File: src/rtl/ntt_result_drain.sv
// ntt_result_drain: drains packed {data_out2, data_out1} result FIFO words into a 16-bit coefficient stream.
// Optional running checksum of accepted beats is built when NTT_DRAIN_CHECKSUM_EN is defined.
module ntt_result_drain #(
  parameter int DATA_W  = 16,
  parameter int WORD_W  = 32,
  parameter int N_WORDS = 128,
  parameter int CNT_W   = 9
) (
  input  logic              clk,
  input  logic              rst_n,
  input  logic              start,
  input  logic              abort,
  input  logic              fifo_rd_empty,
  input  logic [WORD_W-1:0] fifo_rd_data,
  output logic              fifo_rd_req,
  output logic [DATA_W-1:0] out_data,
  output logic              out_valid,
  input  logic              out_ready,
  output logic              out_last,
  output logic              busy,
  output logic              done,
  output logic [CNT_W-1:0]  word_count,
  output logic [DATA_W-1:0] checksum
);

  typedef enum logic [2:0] {
    S_IDLE    = 3'd0,
    S_FETCH   = 3'd1,
    S_WAIT    = 3'd2,
    S_EMIT_LO = 3'd3,
    S_EMIT_HI = 3'd4,
    S_DONE    = 3'd5
  } state_t;

  localparam logic [CNT_W-1:0] LAST_CNT = CNT_W'(N_WORDS - 1);

  state_t              state_q, state_d;
  logic [WORD_W-1:0]   word_q, word_d;
  logic                rd_req_q, rd_req_d;
  logic [DATA_W-1:0]   out_data_q, out_data_d;
  logic                out_valid_q, out_valid_d;
  logic                out_last_q, out_last_d;
  logic                busy_q, busy_d;
  logic                done_q, done_d;
  logic [CNT_W-1:0]    count_q, count_d;
  logic                accept_s;

  assign accept_s = out_valid_q & out_ready;

  // Next-state and registered-output decode; outputs are derived from the next state so they
  // line up with the state register. The read request is raised from the empty flag seen on
  // the entry edge: only this block pops the FIFO, so a non-empty FIFO stays non-empty.
  always_comb begin
    state_d  = state_q;
    word_d   = word_q;
    rd_req_d = 1'b0;
    count_d  = count_q;
    if (abort) begin
      state_d = S_IDLE;
    end else begin
      case (state_q)
        S_IDLE: begin
          if (start) begin
            state_d  = S_FETCH;
            count_d  = {CNT_W{1'b0}};
            rd_req_d = ~fifo_rd_empty;
          end else begin
            state_d = S_IDLE;
          end
        end
        S_FETCH: begin
          if (rd_req_q) begin
            state_d = S_WAIT;
          end else if (!fifo_rd_empty) begin
            rd_req_d = 1'b1;
          end else begin
            state_d = S_FETCH;
          end
        end
        S_WAIT: begin
          word_d  = fifo_rd_data;
          state_d = S_EMIT_LO;
        end
        S_EMIT_LO: begin
          if (accept_s) begin
            state_d = S_EMIT_HI;
          end else begin
            state_d = S_EMIT_LO;
          end
        end
        S_EMIT_HI: begin
          if (accept_s) begin
            count_d = count_q + CNT_W'(1);
            if (count_q == LAST_CNT) begin
              state_d = S_DONE;
            end else begin
              state_d  = S_FETCH;
              rd_req_d = ~fifo_rd_empty;
            end
          end else begin
            state_d = S_EMIT_HI;
          end
        end
        S_DONE: begin
          state_d = S_IDLE;
        end
        default: begin
          state_d = S_IDLE;
        end
      endcase
    end

    out_valid_d = (state_d == S_EMIT_LO) || (state_d == S_EMIT_HI);
    if (state_d == S_EMIT_LO) begin
      out_data_d = word_d[DATA_W-1:0];
    end else if (state_d == S_EMIT_HI) begin
      out_data_d = word_q[WORD_W-1:DATA_W];
    end else begin
      out_data_d = out_data_q;
    end
    out_last_d = (state_d == S_EMIT_HI) && (count_d == LAST_CNT);
    busy_d     = (state_d != S_IDLE);
    done_d     = (state_d == S_DONE);
  end

  // State, captured word and registered outputs.
  always_ff @(posedge clk or negedge rst_n) begin
    if (!rst_n) begin
      state_q     <= S_IDLE;
      word_q      <= {WORD_W{1'b0}};
      rd_req_q    <= 1'b0;
      out_data_q  <= {DATA_W{1'b0}};
      out_valid_q <= 1'b0;
      out_last_q  <= 1'b0;
      busy_q      <= 1'b0;
      done_q      <= 1'b0;
      count_q     <= {CNT_W{1'b0}};
    end else begin
      state_q     <= state_d;
      word_q      <= word_d;
      rd_req_q    <= rd_req_d;
      out_data_q  <= out_data_d;
      out_valid_q <= out_valid_d;
      out_last_q  <= out_last_d;
      busy_q      <= busy_d;
      done_q      <= done_d;
      count_q     <= count_d;
    end
  end

`ifdef NTT_DRAIN_CHECKSUM_EN
  logic [DATA_W-1:0] sum_q, sum_d;

  // Running sum of accepted beats; held across abort and after completion.
  always_comb begin
    sum_d = sum_q;
    if (abort) begin
      sum_d = sum_q;
    end else if ((state_q == S_IDLE) && start) begin
      sum_d = {DATA_W{1'b0}};
    end else if (accept_s) begin
      sum_d = sum_q + out_data_q;
    end else begin
      sum_d = sum_q;
    end
  end

  // Checksum register.
  always_ff @(posedge clk or negedge rst_n) begin
    if (!rst_n) begin
      sum_q <= {DATA_W{1'b0}};
    end else begin
      sum_q <= sum_d;
    end
  end

  assign checksum = sum_q;
`else
  assign checksum = {DATA_W{1'b0}};
`endif

  assign fifo_rd_req = rd_req_q;
  assign out_data    = out_data_q;
  assign out_valid   = out_valid_q;
  assign out_last    = out_last_q;
  assign busy        = busy_q;
  assign done        = done_q;
  assign word_count  = count_q;

endmodule

File: config.mk
export PLATFORM = sky130hd
export DESIGN_NAME = ntt_result_drain
export DESIGN_NICKNAME = d
export VERILOG_FILES = /design/src/rtl/ntt_result_drain.sv
export SDC_FILE = /design/constraint.sdc
export NUM_CORES = 1
export LEC_CHECK = 0
export CORE_AREA = 2 2 88 90
export CTS_BUF_LIST = sky130_fd_sc_hd__clkbuf_4 sky130_fd_sc_hd__clkbuf_8
export CTS_CLUSTER_DIAMETER = 200
export CTS_CLUSTER_SIZE = 8
export DETAILED_ROUTE_END_ITERATION = 12
export DIE_AREA = 0 0 90 92
export PLACE_DENSITY = 0.77
export SLEW_MARGIN = 15
export SYNTH_ARGS = -nofsm -noshare
export SYNTH_HDL_FRONTEND = slang
export SYNTH_SLANG_ARGS = --single-unit
File: constraint.sdc
create_clock -name clk -period 2.25 [get_ports clk]
set_input_delay 0.45 -clock clk [delete_from_list [all_inputs] [get_ports clk]]
set_output_delay 0.45 -clock clk [all_outputs]
set_load 0.02 [all_outputs]
After elaboration in Yosys (flattened, before gate mapping)
Cells that the tools add are included.
Cells by class
  add/sub/neg operators: 1
  equality and inequality tests: 9
  mux-type cells: 23
  bitwise gates (word level): 3
  reduce and logical (&&, ||, !) cells: 6
Operators with widths (count)
  $mux W16: 4
  $mux W9: 3
  $eq A9 B7 Y1 const B: 2
  $mux W3: 6
  $pmux W9 S2: 1
  $pmux W3 S5: 1
  $add A9 B1 Y9 const B: 1
  $eq A3 B2 Y1 const B: 3
  $eq A3 B3 Y1 const B: 3
  $mux W1: 7
  $eq A3 B1 Y1 const B: 1
  $logic_not A3 Y1: 1
  $pmux W1 S3: 1
  $reduce_bool A3 Y1: 1
  $not A1 Y1: 2
  $reduce_and A2 Y1: 1
  $reduce_bool A2 Y1: 1
  $and A1 B1 Y1: 1
  $logic_and A1 B1 Y1: 1
  $logic_or A1 B1 Y1: 1
Word-level totals
  bits in registers: 65
  bits of input ports: 38
  output and inout port bits: 46
  logic and storage cells: 52

Longest topological paths before layout
Gate-level depths: netlist of run 1.
  depth in word-level cells: 8
  gate-level depth with buffers: 9
  gate-level depth less buffers: 6

Worst setup path before layout of run 1
OpenSTA, ideal clock, no wires.
  path kind: flip-flop to flip-flop
  from: reg count_q[0], in the netlist word_count[0]
  to: reg out_data_q[10], in the netlist out_data[10]
  setup time: 126 ps
  data arrival time: 2326 ps
  data required time: 2124 ps
  setup slack: -202 ps
  cell stages (with the launch flop): 10
  path buffers: 3
  clock period less this slack: 2452 ps
  path through: dfrtp_1 -> ha_1 -> nor3b_1 -> nand4_1 -> a221o_1 -> buf_6 -> or2_1 -> buf_6 -> buf_8 -> a311o_1
On the way
  longest elaborated chain between the ends: 7
  elaborated cells between the ends (all ways): 9
  classes of those cells: eq/ne (3); mux (5); reduce/logical (1)
RTL lines
  start: declaration: RTL line 45  | logic [CNT_W-1:0] count_q, count_d;
  start signal: assignment: RTL line 137  | count_q <= {CNT_W{1'b0}};
  start signal: assignment: RTL line 147  | count_q <= count_d;
  $eq A9 B7 Y1 *: RTL line 94  | if (count_q == LAST_CNT) begin
  $mux W3 *: RTL line 94
  $mux W3 *: RTL line 92  | if (accept_s) begin
  $pmux W3 S5 *: RTL line 61  | case (state_q)
  $mux W3 *: RTL line 58  | if (abort) begin
  $eq A3 B2 Y1 / $eq A3 B3 Y1 (equally long branches): RTL line 114, 116
  $mux W16 / $reduce_bool A2 Y1 (equally long branches)
  end signal: assignment: RTL line 132  | out_data_q <= {DATA_W{1'b0}};
  end signal: assignment: RTL line 142  | out_data_q <= out_data_d;
  end: declaration: RTL line 40  | logic [DATA_W-1:0] out_data_q, out_data_d;
Mark *: on every way between the ends. The rest lies on a longest branch, timed or not.
A chain may end at the register's enable or synchronous reset.

Worst setup path after layout of run 1
  from: in out_ready
  to: reg out_data_q[12], in the netlist out_data[12]
On the way
  longest elaborated chain between the ends: 6
  elaborated cells between the ends (all ways): 9
  classes of those cells: eq/ne (2); mux (5); bitwise (1); reduce/logical (1)
RTL lines
  start: declaration: RTL line 18  | input logic out_ready,
  $and A1 B1 Y1 *: RTL line 48  | assign accept_s = out_valid_q & out_ready;
  $mux W3, on equally long branches: RTL line 92, 85
  $pmux W3 S5 *: RTL line 61
  $mux W3 *: RTL line 58
  $eq A3 B2 Y1 / $eq A3 B3 Y1 (equally long branches): RTL line 114, 116
  $mux W16 / $reduce_bool A2 Y1 (equally long branches)
Marks and branches as above.

==> results of run 1 <==
worst max-delay path by stage:
stage | slack [ns] | depth (start not counted) | endpoint
floorplan | 0.01 | 9 | out_data[10]
global placement | -0.37 | 7 | out_data[13]
detailed placement | -0.43 | 7 | out_data[13]
CTS | 0.006 | 6 | out_data[1]
global route | -0.03 | 8 | out_data[1]
finish | -0.0008 | 8 | out_data[12]
what timing repair did:
action	in CTS	in global routing
pin swaps	1	5
resized for setup	1	7
cloned	1	1
setup endpoints to repair	16	17
setup buffers	0	7
layout by cell type, fill, tap and decap left out, types with 3 or more instances in the layout:
cell type	Yosys	final
clkdlybuf4s50_1	0	65
dfrtp_1	65	58
buf_4	17	44
o21ai_0	25	25
nand2_1	24	23
inv_1	20	20
nor2b_1	19	19
nor3_1	17	17
mux2_2	16	16
a311o_1	16	16
conb_1	1	16
clkbuf_8	0	9
nand3_1	8	8
nand4_1	7	7
dfrtp_2	0	7
nor2_1	6	6
or3_1	6	6
a221o_1	3	3
mux2i_1	3	3
a21o_1	3	3
buf_12	0	3
stage by stage:
stage                     instances  power [mW]  setup WS (ns)  hold slack (ns)
after CTS                       513       3.753       0.006251          0.02573
after global routing            521       3.951       -0.03428          0.03505
final                           521       3.752     -0.0007601          0.02802
after floorplan                 324       2.162        0.01446           0.1544
after global placement          496       2.577        -0.3672           0.3987
after detailed placement        496       2.615        -0.4256           0.4018
sequential cells by signal, summed over array words and instances, names as in the netlist:
name,flops
out_data,16
out_valid,1
out_last,1
done,1
busy,1
word_count,9
word_q,32
fifo_rd_req,1
state_q,3
worst register-to-register path, cell delays in order (launching register included):
cell and delay (ns):
dfrtp_2 0.44, ha_4 0.16, nor3b_4 0.20, nand4_1 0.14, a221o_1 0.41, or2_4 0.28, clkbuf_16 0.17, a311o_1 0.31
layer usage:
layer,GRT usage,vias to the layer above,wire [um],share of wire
li1,-,1276,-,-
met1,0.2692,1367,3616,0.43
met2,0.3383,100,4162,0.50
met3,0.06245,12,480,0.057
met4,0.07436,0,131,0.016
met5,0,-,0,0
report_power, final:
part	switching [mW]	internal, mW	total [mW]
logic	0.487	0.513	1.00
registers	0.138	1.49	1.63
clock network	0.486	0.640	1.13
total	1.11	2.64	3.75
cells by family after synthesis:
logic type,Yosys count
AOI/OAI and AO/OA,61
adders and majority gates,1
buffers and inverters,57
DFF,65
muxes,19
other,1
and+or+nand+nor,105
area by class of cell:
cell class | count | area [um2]
repair buffers | 116 | 1107
clock buffers | 10 | 131.4
multi-input cells | 202 | 1346
well taps | 102 | 127.6
flip-flops and latches | 65 | 1635
clock inverters | 6 | 92.59
fillers | 609 | 2932
inverters | 20 | 75.07
==> results.json, run 1 <==
{
  "drc": 0,
  "routed_wl_mm": 8.391,
  "synth.distinct_cells": 45,
  "fmax_mhz": 444.3,
  "ys_dominant_reg_cell": "dfrtp_1",
  "ff2ff_setup_slack_ns": 0.03,
  "compound_gate_portion_of_the_synthesized_area": 0.1394,
  "vias": 2755,
  "grt_antenna_before_repair": 0,
  "cts.sinks": 65,
  "dieHeight_um": 92,
  "placedInstanceArea_mm2": 0.004172,
  "port-buffer-count": 67,
  "floorplan.initialDensity": 0.4266,
  "post_synth_xor_area_fraction": 0,
  "drt_antenna_net_count": 0,
  "critical_path.max_stage_delay_ns": 0.54,
  "ys_ff_latch": 65,
  "cp.required_ns": 2.47,
  "htree_num_levels": 3,
  "synth_top_family_by_area": "simple AND/OR/NAND/NOR gates",
  "postSynthCellCount": 309,
  "critical_path_class": "in2reg",
  "drt_pass1_iterations": 5,
  "failed_checks": "setup timing",
  "timing.reg2reg.worst_path_depth": 7,
  "gp_congestion": 0.9171,
  "cp-startpoint": "out_ready",
  "clk-insertion-delay-late_ns": 0.34,
  "run_status": "finished, violations left",
  "totalNegativeSetupSlack_ns": -0.0007601,
  "synth-edff-count": 0,
  "tritoncts.num_buffers": 9,
  "share_of_synthesized_cell_area_in_full_adder_half_adder_and_majority_cells": 0.003939,
  "cp_cell_sequence": "clkdlybuf4s50_1 > nand3_1 > buf_4 > a21oi_2 > o211ai_1 > or2_4 > clkbuf_16 > a311o_1",
  "clock_tree_root_driver_cell": "clkbuf_8",
  "clk_pin_slew_ns": 0.08,
  "postSynthAreaPerCell_um2": 10.28,
  "fp-row-count": 32,
  "top_cells_by_instance_count_after_synthesis": "65 x dfrtp_1, 25 x o21ai_0, 24 x nand2_1",
  "share_of_synthesized_area_occupied_by_flip_flops_and_latches": 0.5120,
  "synth_simple_gate_area_share": 0.1800,
  "crit_buf_inv": 3,
  "crit-reg2reg-capture": "out_data[12]",
  "timing_hold_violations_final": 0,
  "global_route.usage.total": 0.2095,
  "ioPinCount": 84,
  "avgViaCountPerCell": 5.288,
  "power_density_mw_per_mm2": 831.0,
  "finalInstanceArea_mm2": 0.004516,
  "final_nets": 453,
  "clock-skew-final_ns": 0.007060,
  "detailed_placer_s_ending_hpwl_mm": 5.530,
  "area.growth.synth_to_final_pct": 42.14,
  "final.setup.worst_slack_ns": -0.0007601,
  "crit-reg2reg-launch": "word_count[0]",
  "critPathMaxFanout": 8,
  "worst_ep_arrival_time_ns": 2.47,
  "leakage_power_figure_nw": 2.010,
  "n_antenna_cell": 0,
  "syn_area_mm2": 0.003177,
  "synthDominantCellAreaShare": 0.5120,
  "cts_hold_buffers": 0,
  "drive_above_1_share": 0.2339,
  "first_pass_grt_wire_length_mm": 13.68,
  "cp-end-kind": "flip-flop",
  "drt_iter0_markers": 280,
  "synth_warnings": 0,
  "max_cap_viol_count": 0,
  "globalRouteOverflowTotal": 0,
  "grt_pass1_vias": 2838,
  "yosys-top-cells-area": "dfrtp_1 51%, mux2_2 5.7%, a311o_1 5.0%, buf_4 4.0%, o21ai_0 3.9%",
  "yosys.area.top_type": "dfrtp_1",
  "maximum_vdd_drop_uv": 636.9,
  "maximum_number_of_pins_on_one_net_before_global_route_repair": 34,
  "timing.critical_path.from_type": "input pin",
  "setup_viol": 1,
  "design.core.area_mm2": 0.007447,
  "slowest_library_cell_on_the_worst_path": "clkdlybuf4s50_1",
  "clk_path_buf_depth": 2,
  "die_area_mm2": 0.008280,
  "slew_violations": 0,
  "fp.dieW_um": 90,
  "final.min_clock_period_ns": 2.251,
  "min_path_type": "in2async",
  "synth_mux_area_frac": 0.06617,
  "utilization": 0.6064,
  "cts_tree": "yes",
  "post-route-period-util": 1.000,
  "post-synth-top-count-cell": "dfrtp_1",
  "route.detailed.wl_per_inst_um": 16.11,
  "async_reset_ff_frac": 1.000,
  "timing.critical_path.max_delay_family": "buffers and inverters"
}
Note: power is estimated with default switching activity, not from simulation.
==> run 2: changes to the inputs <==
- GPL_ROUTABILITY_DRIVEN: default -> 0
==> results.json, run 2 (synthesis results as in run 1) <==
{
  "run_status": "finished clean",
  "cp.required_ns": 2.47,
  "timing_hold_violations_final": 0,
  "most_used_cells_in_the_layout_excluding_fill_and_tap_cells": "65 x clkdlybuf4s50_1, 60 x dfrtp_1, 38 x buf_4, 25 x o21ai_0, 24 x nand2_1",
  "maximum_number_of_pins_on_one_net_before_global_route_repair": 34,
  "clk_pin_slew_ns": 0.07,
  "placedInstanceArea_mm2": 0.004164,
  "critPathMaxFanout": 17,
  "clk-insertion-delay-late_ns": 0.34,
  "tritoncts.num_buffers": 9,
  "drive_above_1_share": 0.2117,
  "n_antenna_cell": 0,
  "fp.dieW_um": 90,
  "timing.critical_path.from_type": "input pin",
  "worst_ep_arrival_time_ns": 2.39,
  "maximum_vdd_drop_uv": 462.4,
  "power_density_mw_per_mm2": 831.1,
  "number_of_fill_cells_in_the_layout": 620,
  "largest_register_ff_count": 32,
  "fp-row-count": 32,
  "detailed_placer_s_ending_hpwl_mm": 5.506,
  "clock-skew-final_ns": 0.006053,
  "drt_pass1_iterations": 4,
  "ioPinCount": 84,
  "critical_path.max_stage_delay_ns": 0.51,
  "final_cell_count_no_fill": 513,
  "htree_num_levels": 3,
  "layout_commonest_cell": "clkdlybuf4s50_1",
  "floorplan.initialDensity": 0.4266,
  "global_route.usage.total": 0.2003,
  "fmax_mhz": 460.1,
  "max_cap_viol_count": 0,
  "routed_wl_mm": 7.850,
  "crit_buf_inv": 3,
  "drc": 0,
  "post-route-period-util": 0.9660,
  "slew_violations": 0,
  "drt_antenna_net_count": 0,
  "min_path_type": "in2async",
  "avgViaCountPerCell": 5.207,
  "rsz0062_at_grt": "no",
  "leakage_power_figure_nw": 1.976,
  "design.core.area_mm2": 0.007447,
  "placed_cells": 495,
  "drt_iter0_markers": 116,
  "setup_viol": 0,
  "cp_cell_sequence": "clkdlybuf4s50_1 > nand3_1 > buf_4 > a21oi_2 > o211ai_1 > or2_1 > buf_12 > a311o_1",
  "final.min_clock_period_ns": 2.174,
  "critical_path_class": "in2reg",
  "cts.sinks": 65,
  "finalInstanceArea_mm2": 0.004451,
  "dieHeight_um": 92,
  "slowest_library_cell_on_the_worst_path": "clkdlybuf4s50_1",
  "timing.critical_path.max_delay_family": "buffers and inverters",
  "cts_tree": "yes",
  "grt_antenna_before_repair": 0,
  "port-buffer-count": 67,
  "cp-end-kind": "flip-flop",
  "register_with_the_most_flip_flops": "word_q",
  "first_pass_grt_wire_length_mm": 13.21,
  "globalRouteOverflowTotal": 0,
  "final_nets": 447,
  "grt_pass1_vias": 2739,
  "area.growth.synth_to_final_pct": 40.09,
  "clk_path_buf_depth": 2,
  "clock_tree_root_driver_cell": "clkbuf_8",
  "die_area_mm2": 0.008280,
  "vias": 2671,
  "route.detailed.wl_per_inst_um": 15.30
}
[run 2: changes by cell type in the layout (fill, tap and decap cells not counted), sizes merged]
| cell | before | now |
|---|---|---|
| buf | 49 | 44 |
| clkinvlp | 2 | 0 |
| clkinv | 2 | 1 |
[run 2: cell type report]
type | count | area [um2] | share of cell area
sequential | 65 | 1633 | 0.3669
inverter | 20 | 75.07 | 0.01687
timing repair buffer | 110 | 1049 | 0.2356
clock inverter | 3 | 65.06 | 0.01462
multi-input combinational | 202 | 1350 | 0.3033
tap | 102 | 127.6 | 0.02868
clock buffer | 11 | 151.4 | 0.03402
[run 2: routing by layer]
layer | GRT usage | share of wire
met1 | 0.2589 | 0.44
met2 | 0.3315 | 0.49
met3 | 0.05177 | 0.064
met4 | 0.06410 | 0.0060
met5 | 0 | 0
[run 2: final timing paths]
kind / start / end / slack, ns / cells after the start
setup reg to reg: word_count[0] / out_data[2] / 0.11 / 7
max in group asynchronous: rst_n / out_data[1] / 1.54 / 2
hold / removal: rst_n / word_count[5] / 0.04 / 1
hold reg to reg: word_q[15] / word_q[15] / 0.50 / 1
min in group clk: word_q[15] / word_q[15] / 0.50 / 1
setup / recovery: out_ready / out_data[2] / 0.08 / 8
[run 2: power by group]
group / switching, mW / internal [mW] / total [mW]
clock: 0.424 / 0.670 / 1.09
sequential: 0.130 / 1.49 / 1.62
combinational: 0.472 / 0.513 / 0.984
total: 1.03 / 2.67 / 3.70
[run 2: what timing repair did]
| action | CTS | global route |
|---|---|---|
| buffers inserted | 1 | 2 |
| pin swaps | 1 | 2 |
| gates resized for setup | 4 | 3 |
| cloned | 1 | 0 |
| hold buffers | 0 | 0 |
| setup endpoints to repair | 2 | 17 |
[run 2: per-stage QoR]
stage	TNS, ns	hold slack (ns)	utilization	setup slack, ns	power, mW
after CTS	0	0.04254	0.5936	0.02354	3.719
after global placement	-5.725	0.4068	0.5591	-0.3430	2.578
after global routing	0	0.05300	0.5976	0.01239	3.896
after detailed placement	-6.000	0.4050	0.5591	-0.3571	2.616
after floorplan	0	0.1544	-	0.01446	2.162
final	0	0.03891	0.5976	0.07644	3.699
[run 2: worst reg2reg max path, stage by stage, from the launching register on]
cell and delay, ns:
dfrtp_2 0.44, ha_4 0.16, nor3b_4 0.21, nand4_1 0.13
a221o_1 0.36, or2_1 0.26, buf_12 0.16, a311o_1 0.32
==> run 3: changes to the inputs <==
- CTS_BUF_LIST: sky130_fd_sc_hd__clkbuf_4 sky130_fd_sc_hd__clkbuf_8 -> default
==> results of run 3 <==
The final DEF is identical to that of run 2; final timing and power are the same.
